**config.mk**
```make
export PLATFORM = sky130hd
export DESIGN_NAME = llmint8_outlier_detector
export DESIGN_NICKNAME = d
export VERILOG_FILES = /design/src/rtl/llmint8_outlier_detector.sv
export SDC_FILE = /design/constraint.sdc
export NUM_CORES = 1
export LEC_CHECK = 0
export CAP_MARGIN = 10
export CORE_AREA = 2 2 156 158
export CTS_CLUSTER_DIAMETER = 60
export CTS_CLUSTER_SIZE = 28
export DETAILED_ROUTE_END_ITERATION = 6
export DIE_AREA = 0 0 158 160
export PLACE_DENSITY = 0.6
export SKIP_CTS_REPAIR_TIMING = 1
export SLEW_MARGIN = 40
export SYNTH_ARGS = -nofsm -noshare
export SYNTH_HDL_FRONTEND = slang
export SYNTH_SLANG_ARGS = --single-unit
```
**constraint.sdc**
```tcl
create_clock -name clk -period 12.7 [get_ports clk]
set_input_delay 2.54 -clock clk [delete_from_list [all_inputs] [get_ports clk]]
set_output_delay 2.54 -clock clk [all_outputs]
set_load 0.005 [all_outputs]
```
**src/rtl/llmint8_outlier_detector.sv**
```systemverilog
// Streaming outlier detector for the int8/high-precision split: flags elements whose magnitude
// exceeds a per-tile threshold and summarises flagged columns and count per DEPTH-row tile.
module llmint8_outlier_detector #(
  parameter int unsigned IN_WIDTH      = 16,
  parameter int unsigned IN_FRAC_WIDTH = 0,
  parameter int unsigned PARALLELISM   = 4,
  parameter int unsigned DEPTH         = 8,
  parameter int unsigned THRES_WIDTH   = IN_WIDTH - IN_FRAC_WIDTH,
  parameter int unsigned CNT_WIDTH     = $clog2(PARALLELISM * DEPTH + 1)
) (
  input  logic                   clk,
  input  logic                   rst,
  input  logic [THRES_WIDTH-1:0] threshold,
  input  logic [IN_WIDTH-1:0]    data_in [PARALLELISM],
  input  logic                   data_in_valid,
  output logic                   data_in_ready,
  output logic [IN_WIDTH-1:0]    data_out [PARALLELISM],
  output logic [PARALLELISM-1:0] row_mask,
  output logic                   data_out_valid,
  input  logic                   data_out_ready,
  output logic [PARALLELISM-1:0] col_mask,
  output logic [CNT_WIDTH-1:0]   outlier_count,
  output logic                   col_mask_valid,
  input  logic                   col_mask_ready
);

  localparam int unsigned SCALED_W = THRES_WIDTH + IN_FRAC_WIDTH;
  localparam int unsigned CMP_W    = ((IN_WIDTH > SCALED_W) ? IN_WIDTH : SCALED_W) + 1;
  localparam int unsigned ROW_W    = (DEPTH > 1) ? $clog2(DEPTH) : 1;

  generate
    if (IN_WIDTH <= IN_FRAC_WIDTH + 1) begin : g_bad_width
      $fatal(1, "llmint8_outlier_detector: IN_WIDTH - IN_FRAC_WIDTH must exceed 1");
    end
  endgenerate

  logic [ROW_W-1:0]       row_cnt;
  logic [PARALLELISM-1:0] acc;
  logic [CNT_WIDTH-1:0]   cnt_acc;
  logic [THRES_WIDTH-1:0] thr_lat;
  logic [THRES_WIDTH-1:0] thr_use;
  logic [CMP_W-1:0]       thr_scaled;
  logic [PARALLELISM-1:0] flags;
  logic [CNT_WIDTH-1:0]   flag_cnt;
  logic [IN_WIDTH-1:0]    mag;
  logic                   accept;
  logic                   last_row;

  assign data_in_ready = (!data_out_valid || data_out_ready) && !(col_mask_valid && !col_mask_ready);
  assign accept        = data_in_valid && data_in_ready;
  assign last_row      = (row_cnt == ROW_W'(DEPTH - 1));

  // Row 0 of a tile sees the live threshold; later rows use the value latched at row 0.
  always_comb begin
    thr_use    = (row_cnt == '0) ? threshold : thr_lat;
    thr_scaled = CMP_W'(thr_use) << IN_FRAC_WIDTH;
    flags      = '0;
    flag_cnt   = '0;
    mag        = '0;
    for (int unsigned i = 0; i < PARALLELISM; i++) begin
      // Negation of the most negative value yields 2^(IN_WIDTH-1) as an unsigned magnitude.
      mag      = data_in[i][IN_WIDTH-1] ? (~data_in[i] + IN_WIDTH'(1)) : data_in[i];
      flags[i] = (CMP_W'(mag) > thr_scaled);
      flag_cnt = flag_cnt + CNT_WIDTH'(flags[i]);
    end
  end

  always_ff @(posedge clk or posedge rst) begin
    if (rst) begin
      row_cnt        <= '0;
      acc            <= '0;
      cnt_acc        <= '0;
      thr_lat        <= '0;
      data_out_valid <= 1'b0;
      row_mask       <= '0;
      col_mask_valid <= 1'b0;
      col_mask       <= '0;
      outlier_count  <= '0;
      for (int unsigned i = 0; i < PARALLELISM; i++) data_out[i] <= '0;
    end else begin
      if (accept) begin
        data_out_valid <= 1'b1;
        row_mask       <= flags;
        for (int unsigned i = 0; i < PARALLELISM; i++) data_out[i] <= data_in[i];
      end else if (data_out_ready) begin
        data_out_valid <= 1'b0;
      end

      if (accept && row_cnt == '0) thr_lat <= threshold;

      if (accept && last_row) begin
        col_mask       <= acc | flags;
        outlier_count  <= cnt_acc + flag_cnt;
        col_mask_valid <= 1'b1;
        acc            <= '0;
        cnt_acc        <= '0;
        row_cnt        <= '0;
      end else begin
        if (col_mask_ready) col_mask_valid <= 1'b0;
        if (accept) begin
          acc     <= acc | flags;
          cnt_acc <= cnt_acc + flag_cnt;
          row_cnt <= row_cnt + ROW_W'(1);
        end
      end
    end
  end

endmodule

```
Yosys cells after proc, flatten, opt, wreduce, memory -nomap -nowiden
Index checks and enable logic that the tools add are counted.

word-level totals
  logic and storage cells = 60
  flip-flop bits (word level) = 109
  input bits = 85

cells by class
  order comparisons = 4
  multiplexer cells = 15
  equality and inequality tests = 1
  $add $sub $neg = 9
  bitwise gates (word level) = 5
  reduce and logical (&&, ||, !) cells = 13

operators with widths
  cell                     count
  $mux W16                 5
  $add A16 B1 Y16 const B  4
  $gt A16 B16 Y1           4
  $not A16 Y16             4
  $mux W6                  2
  $mux W4                  2
  $add A6 B4 Y6            1
  $mux W3                  2
  $reduce_bool A2 Y1       3
  $logic_and A1 B1 Y1      5
  $add A3 B1 Y4            1
  $mux W1                  4
  $or A4 B4 Y4             1
  $add A2 B1 Y3            1
  $add A3 B1 Y3 const B    1
  $eq A3 B3 Y1 const B     1
  $logic_not A1 Y1         3
  $logic_not A3 Y1         1
  $add A1 B1 Y2            1
  $logic_or A1 B1 Y1       1

Logic depth before layout (Yosys ltp)
Gate-level depths: netlist of run 1.

  depth in word-level cells = 10
  gate-level depth with buffers = 19
  depth with buffers taken out = 19

Least setup slack after synthesis of run 1
No wires, ideal clock.

  kind = in2reg
  start point = input port data_in[54] (netlist name)
  end point = register cnt_acc[4]
  arrival = 6.757 ns
  stages = 17
  path buffers = 0
  slack = 5.815 ns
  data required time = 12.572 ns
  setup time = 0.128 ns
  cells stage by stage = or4_4 > or4_4 > or2_4 > nor4b_4 > ha_1 > nand4_1 > nor3_1 > a21boi_0 > o41a_1 > fa_1 > fa_1 > inv_1 > fa_1 > nand3b_1 > and2_1 > o21ai_0 > o31ai_1

between the ends
  longest elaborated chain between the ends = 10

ends and longest elaborated chain
  what                  RTL line  text
  from (decl)           14        input logic [IN_WIDTH-1:0] data_in [PARALLELISM],
  $not A16 Y16          62        mag = data_in[i][IN_WIDTH-1] ? (~data_in[i] + IN_WIDTH'(1)) : data_in[i];
  $add A16 B1 Y16       62
  $mux W16 (*)          62
  $gt A16 B16 Y1 (*)    63        flags[i] = (CMP_W'(mag) > thr_scaled);
  net flags[0]          43        logic [PARALLELISM-1:0] flags;
  $add A1 B1 Y2 (*)     64        flag_cnt = flag_cnt + CNT_WIDTH'(flags[i]);
  $add A2 B1 Y3 (*)     64
  $add A3 B1 Y4 (*)     64
  $add A6 B4 Y6 (*)     102       cnt_acc <= cnt_acc + flag_cnt;
  $mux W6 (*)           100       if (accept) begin
  $mux W6 (*)           91        if (accept && last_row) begin
  to (signal assigned)  102
  to (decl)             39        logic [CNT_WIDTH-1:0] cnt_acc;

The timed path passes the listed nets; every way through them passes the cells marked *. The select of a mux whose other input is x is not followed.
A chain may end at the register's enable or synchronous reset.

Worst setup path after layout of run 1
Ends and elaborated chain as after synthesis.

==> impl_metrics.ini, run 1 <==
[run_status]
status = finished, final reports clean

[layout]
final_cells = 1255
layout_commonest_cell = nand2_1
final_area_mm2 = 0.00938
nets = 1085
num-fill-cells = 2410
mostFrequentLayoutCells = 231 x nand2_1, 165 x clkdlybuf4s50_1, 109 x dfrtp_1, 72 x ha_1, 50 x xnor2_1
syn_to_final_growth_pct = 34.0
drive_gt1_share_pct = 6.24
utilization_pct = 39.4

[power_and_ir_drop]
powerDensity_mw_per_mm2 = 178
internal_power_w = 0.00101
combPwrFrac_pct = 51.5
switchingPower_w = 0.000660
p_leak_nw = 4.08
seqPwrFrac_pct = 30.1
swShare_pct = 39.4
irDropWorstVdd_uv = 74.7
pwr-share-clk_pct = 18.4

[yosys]
ys_types = 45
ys_ff_latch = 109
synth-main-ff-cell = dfrtp_1
synth_top_area_cell = dfrtp_1
synth_area_mm2 = 0.00701
synth.avg_cell_area_um2 = 9.10
async_reset_ff_share_pct = 100
yosys_warnings = 0
synth_cells = 770
syn_nets = 930
synthTopCellsByArea = dfrtp_1 39%, ha_1 13%, nand2_1 12%
synth_seq_area_share_pct = 38.9
synth_top_area_share_pct = 38.9
synth_edf_count = 0

[worst_setup_path]
end_kind = flip-flop
cp_max_fo = 6
worstPathRequired_ps = 12950
start_kind = input port
worst-endpoint-arrival_ps = 7640
rr_worst_depth = 18
reg2reg_from = row_cnt[0]
reg2reg_to = cnt_acc[4]
r2r_slack_ps = 7670
crit_type = input port to flip-flop

[min_path]
hold_path_class = flip-flop to flip-flop
hold_depth = 2
min-delay-start = data_out[37]
hold_end = data_out[37]

[die]
die_y_um = 160
io_pins = 166
num_rows = 57
core_area_mm2 = 0.0238
design.die.area_mm2 = 0.0253
die_w_um = 158
start_util_pct = 29.4

[global_route]
antenna_found_initial = 2
first_global_vias = 5911
grt_pass1_wl_um = 32100
grt_use_total_pct = 16.5
grt-ovfl-total = 0
grt_start_max_net_pins = 68

[timing]
fmax_mhz = 135
fin_crit_sh_pct = 58.2
fin_ws_ps = 5310
setup_viol = 0
drv_slew = 0
timing_hold_violations_final = 0
rsz0062_at_grt = no
timing.slew.headroom_pct = 43.7
worst_slew_pin_slew_ps = 821
setup_tns_ps = 0
finalClockSkew_ps = 7.96
post-route-min-period_ps = 7390

[route]
vias = 5966
drt.antenna.violating_nets = 0
drtIter0Drc = 284
drc = 0
avgRoutedWirePerCell_um = 16.5
routed_wl_um = 20700
via_per_inst = 4.75
top_layer_used = met4
dr_wl_met2_um = 9030
first_pass_iters = 6
wl_met1_um = 10100
met3WireLength_um = 1150

[place]
dp.cells = 1238
hpwl_um = 15500
pre_cts_ws_ps = 4950
io_buffers = 165
gp_congestion = 0.760
placed_cell_area_mm2 = 0.00906

[clocking]
h-tree-depth = 3
cts_buffers = 9
cts_tree = yes
clkSinkCount = 109
clock_path_buffers = 2
clock-root-buffer = clkbuf_16
clock_latency_ps = 360
clkTransAtPathRegs_ps = 80

[run]
cap_violations = 0
==> Yosys cell counts, types with 4 or more instances <==
| cell | count |
|---|---|
| clkbuf_1 | 25 |
| or4_1 | 4 |
| nor3_1 | 7 |
| or3_1 | 7 |
| or4_4 | 4 |
| xor2_1 | 6 |
| a211oi_1 | 4 |
| nand2_1 | 231 |
| dfrtp_1 | 109 |
| inv_1 | 15 |
| mux2_2 | 21 |
| o41a_1 | 4 |
| nand2b_1 | 9 |
| o21ai_0 | 46 |
| a21o_1 | 8 |
| ha_1 | 72 |
| mux2i_1 | 16 |
| a21boi_0 | 4 |
| nor2b_1 | 7 |
| nand3_1 | 10 |
| a22o_1 | 4 |
| o2bb2ai_1 | 4 |
| a21oi_1 | 25 |
| o31ai_1 | 15 |
| o41ai_1 | 7 |
| nor2_1 | 15 |
| xnor2_1 | 50 |
| nand4_1 | 13 |
==> cell families (layout without fill, tap and decap cells) <==
kind of cell / after synthesis / after routing / synth area share, %
adders and majority gates: 75 / 75 / 13.7
DFF: 109 / 109 / 38.9
other: 0 / 1 / 0
and+or+nand+nor: 326 / 326 / 21.0
xor gates and xnor gates: 56 / 56 / 7.00
buffers and inverters: 42 / 202 / 2.27
muxes: 37 / 37 / 5.66
AOI/OAI and AO/OA: 125 / 125 / 11.5
==> worst max path at each step <==
stage / start / cells past startpoint / endpoint / slack, ps
floorplan: data_in[54] / 17 / cnt_acc[4] / 5810
finish: data_in[54] / 18 / cnt_acc[4] / 5310
global placement: data_in[54] / 18 / cnt_acc[4] / 5010
detailed placement: data_in[54] / 18 / cnt_acc[4] / 4950
CTS: data_in[54] / 18 / cnt_acc[4] / 5340
global route: data_in[19] / 17 / cnt_acc[1] / 5080
==> power groups by stage <==
stage                     registers (W)  clock network [W]  logic, W
final                          0.000505           0.000308  0.000862
after global routing           0.000518           0.000329  0.000972
after CTS                      0.000505           0.000319  0.000870
after global placement         0.000509                  0  0.000841
after floorplan                0.000506                  0  0.000510
after detailed placement       0.000511                  0  0.000864
==> area by class of cell <==
| type | instances | area, um^2 | share of cell area (%) |
|---|---|---|---|
| Sequential cell | 109 | 2730 | 29.1 |
| Clock buffer | 10 | 239 | 2.55 |
| Antenna cell | 1 | 2.50 | 0.0267 |
| Clock inverter | 6 | 75.1 | 0.800 |
| Multi-Input combinational cell | 619 | 4140 | 44.1 |
| Inverter | 15 | 58.8 | 0.627 |
| Tap cell | 324 | 405 | 4.32 |
| Timing Repair Buffer | 171 | 1730 | 18.5 |
==> registers in the layout (all words and copies together) (netlist names) <==
register	cells
data_out	64
thr_lat	16
cnt_acc	6
outlier_count	6
acc	4
col_mask	4
row_mask	4
row_cnt	3
col_mask_valid	1
data_out_valid	1
==> critical path, stage by stage <==
cell and delay, ps:
clkdlybuf4s50_1 510, or4_4 600, or4_4 430, or2_4 260, nor4b_4 250, ha_1 300, nand4_1 130, nor3_1 90
a21boi_0 120, o41a_1 540, fa_1 560, fa_1 190, inv_1 60, fa_1 420, nand3b_1 240, and2_1 180
o21ai_0 130, o31ai_1 90
==> through the flow <==
step / hold WS (ps) / power [W]
finish: 474 / 0.00167
global route: 491 / 0.00182
CTS: 482 / 0.00169
detailed placement: 462 / 0.00137
global placement: 459 / 0.00135
floorplan: 470 / 0.00102
==> layer usage <==
layer	vias up	track usage, %
met1	2821	22.9
met3	22	3.74
met4	0	5.45
met5	-	0
met2	138	25.5
li1	2985	-
(Power assumes the default switching activity.)
==> inputs of run 2 (changes only) <==
--- a/config.mk
+++ b/config.mk
@@ -11,7 +11,7 @@
 export CTS_CLUSTER_SIZE = 28
 export DETAILED_ROUTE_END_ITERATION = 6
 export DIE_AREA = 0 0 158 160
-export PLACE_DENSITY = 0.6
+export PLACE_DENSITY = 0.62
 export SKIP_CTS_REPAIR_TIMING = 1
 export SLEW_MARGIN = 40
 export SYNTH_ARGS = -nofsm -noshare
==> constraint.sdc (replaced) <==
create_clock -name clk -period 6.2 [get_ports clk]
set_input_delay 1.24 -clock clk [delete_from_list [all_inputs] [get_ports clk]]
set_output_delay 1.24 -clock clk [all_outputs]
set_load 0.005 [all_outputs]
==> run 2 against run 1 <==
Compared with the run above:
- die area unchanged
- critical path depth is 2 lower
- total power up 110%
- largest cell class unchanged
- count of clock-buffer cells in the layout shrank 1
- core utilization is 0.96 points higher
- wire length down 1.2%
- sequential power is 100% higher
- design area up 2.4%
- flip-flop and latch count unchanged
- critical endpoint is now cnt_acc[1]
- first-iteration DRC count decreased by 11%
- worst hold slack about the same
- setup slack got worse by 5000 ps
==> impl_metrics.ini, run 2 (synthesis results as in run 1) <==
[worst_setup_path]
worstPathRequired_ps = 6480
cpMaxStageDelayCell = or4_4
path_buf_inv = 2
start_kind = input port
crit_type = input port to flip-flop
cp_max_fo = 4
r2r_slack_ps = 1360
crit_family = simple AND/OR/NAND/NOR gates
crit_chain = clkdlybuf4s50_1 > or4_4 > or4_4 > or2_4 > nor4b_4 > ha_1 > nand4_1 > nor3_1 > a21boi_0 > o41a_1 > fa_1 > fa_1 > inv_1 > fa_1 > or3_1 > o21ai_0
crit_path_frequent_cell = fa_1
end_kind = flip-flop
max_stage_delay_ps = 560
worst-endpoint-arrival_ps = 6160

[layout]
mostFrequentLayoutCells = 231 x nand2_1, 165 x clkdlybuf4s50_1, 109 x dfrtp_1, 72 x ha_1, 50 x xnor2_1
nets = 1122
top_regs = data_out x64, thr_lat x16
layout_commonest_cell = nand2_1
largest_register = data_out
largest_reg_flops = 64
drive_gt1_share_pct = 9.62
syn_to_final_growth_pct = 37.2
num-fill-cells = 2420

[die]
die_y_um = 160
io_pins = 166
start_util_pct = 29.4
core_area_mm2 = 0.0238
num_rows = 57
design.die.area_mm2 = 0.0253
die_w_um = 158

[power_and_ir_drop]
p_leak_nw = 4.24
irDropWorstVdd_uv = 149
total_power_w = 0.00345
powerDensity_mw_per_mm2 = 359

[min_path]
hold_path_class = flip-flop to flip-flop

[timing]
fmax_mhz = 170
fin_crit_sh_pct = 94.8
post-route-min-period_ps = 5880
finalClockSkew_ps = 11.5
timing.slew.headroom_pct = 48.3
timing_hold_violations_final = 0
fin_ws_ps = 321
rsz0062_at_grt = no
worst_slew_pin_slew_ps = 776
drv_slew = 0
setup_viol = 0

[place]
gp_congestion = 0.772
io_buffers = 165
hpwl_um = 15800
pre_cts_ws_ps = -71.6

[route]
avgRoutedWirePerCell_um = 15.8
drtIter0Drc = 252
via_per_inst = 4.71
drc = 0
routed_wl_um = 20400
drt.antenna.violating_nets = 0
vias = 6091
first_pass_iters = 4

[global_route]
grt_pass1_wl_um = 32600
grt_use_total_pct = 16.6
grt_start_max_net_pins = 67
first_global_vias = 6024
grt-ovfl-total = 0
antenna_found_initial = 2

[clocking]
clock_path_buffers = 2
clkSinkCount = 109
cts_buffers = 9
clock-root-buffer = clkbuf_16
cts_tree = yes
clkTransAtPathRegs_ps = 80
clock_latency_ps = 360
h-tree-depth = 3

[run]
cap_violations = 0

[run_status]
status = finished, final reports clean
run 2: changes by cell type in the layout (fill, tap and decap cells not counted):
| cell | previous run | this run |
|---|---|---|
| buf_6 | 1 | 0 |
| inv_8 | 1 | 0 |
| clkbuf_8 | 1 | 0 |
| mux2i_1 | 14 | 16 |
| bufinv_16 | 1 | 0 |
| clkinv_2 | 0 | 3 |
| mux2i_2 | 2 | 0 |
| buf_4 | 3 | 41 |
| inv_4 | 1 | 0 |
| clkinvlp_4 | 1 | 2 |
run 2: worst reg2reg max path, delay by kind of cell, from the launching register on:
kind / cells / cell delay (ps)
and+or+nand+nor: 4 / 740
adders and majority gates: 5 / 1790
DFF: 1 / 410
buffers and inverters: 3 / 450
AOI/OAI and AO/OA: 3 / 730
muxes: 1 / 660
run 2: worst paths after layout:
kind / from / end / depth (start not counted)
worst max-delay path: data_in[54] / cnt_acc[1] / 16
worst min-delay path: data_out[37] / data_out[37] / 2
worst max register to register: row_cnt[0] / cnt_acc[1] / 16
worst min register to register: data_out[37] / data_out[37] / 2
max in group asynchronous: rst / data_out[48] / 3
min in group asynchronous: rst / thr_lat[4] / 2
run 2: cell type report:
| type | count | area [um^2] | area share (%) |
|---|---|---|---|
| inverters | 15 | 61.3 | 0.638 |
| multi-input cells | 619 | 4140 | 43.0 |
| diodes | 1 | 2.50 | 0.0260 |
| clock inverters | 7 | 47.5 | 0.495 |
| clock buffers | 9 | 225 | 2.34 |
| repair buffers | 208 | 2010 | 20.9 |
| flip-flops and latches | 109 | 2730 | 28.4 |
| well taps | 324 | 405 | 4.22 |
run 2: stage by stage:
step / setup TNS, ps / cell area, um^2 / utilization (%) / hold WS (ps) / instances
final: 0 / 9610 / 40.4 / 474 / 1292
after global routing: 0 / 9610 / 40.3 / 492 / 1291
after CTS: 0 / 9610 / 40.3 / 483 / 1291
after detailed placement: -109 / 9330 / 39.2 / 462 / 1275
after global placement: 0 / 9290 / 39.0 / 457 / 1273
after floorplan: 0 / 7010 / - / 470 / 770
run 2: report_power, final:
group,switching (W),leakage [nW],internal [W]
Sequential,0.000116,1.32,0.000916
Clock,0.000288,0.132,0.000274
Combinational,0.000942,2.79,0.000917
run 2: metal layers:
| metal | vias to the layer above | GRT usage [%] | wire [um] | part of all wire (%) |
|---|---|---|---|---|
| met3 | 19 | 3.88 | 971 | 4.8 |
| met4 | 2 | 3.32 | 208 | 1.0 |
| met1 | 2879 | 23.1 | 9910 | 48 |
| met2 | 130 | 26.4 | 9330 | 46 |
| li1 | 3061 | - | - | - |
| met5 | - | 0 | 13 | 0.064 |
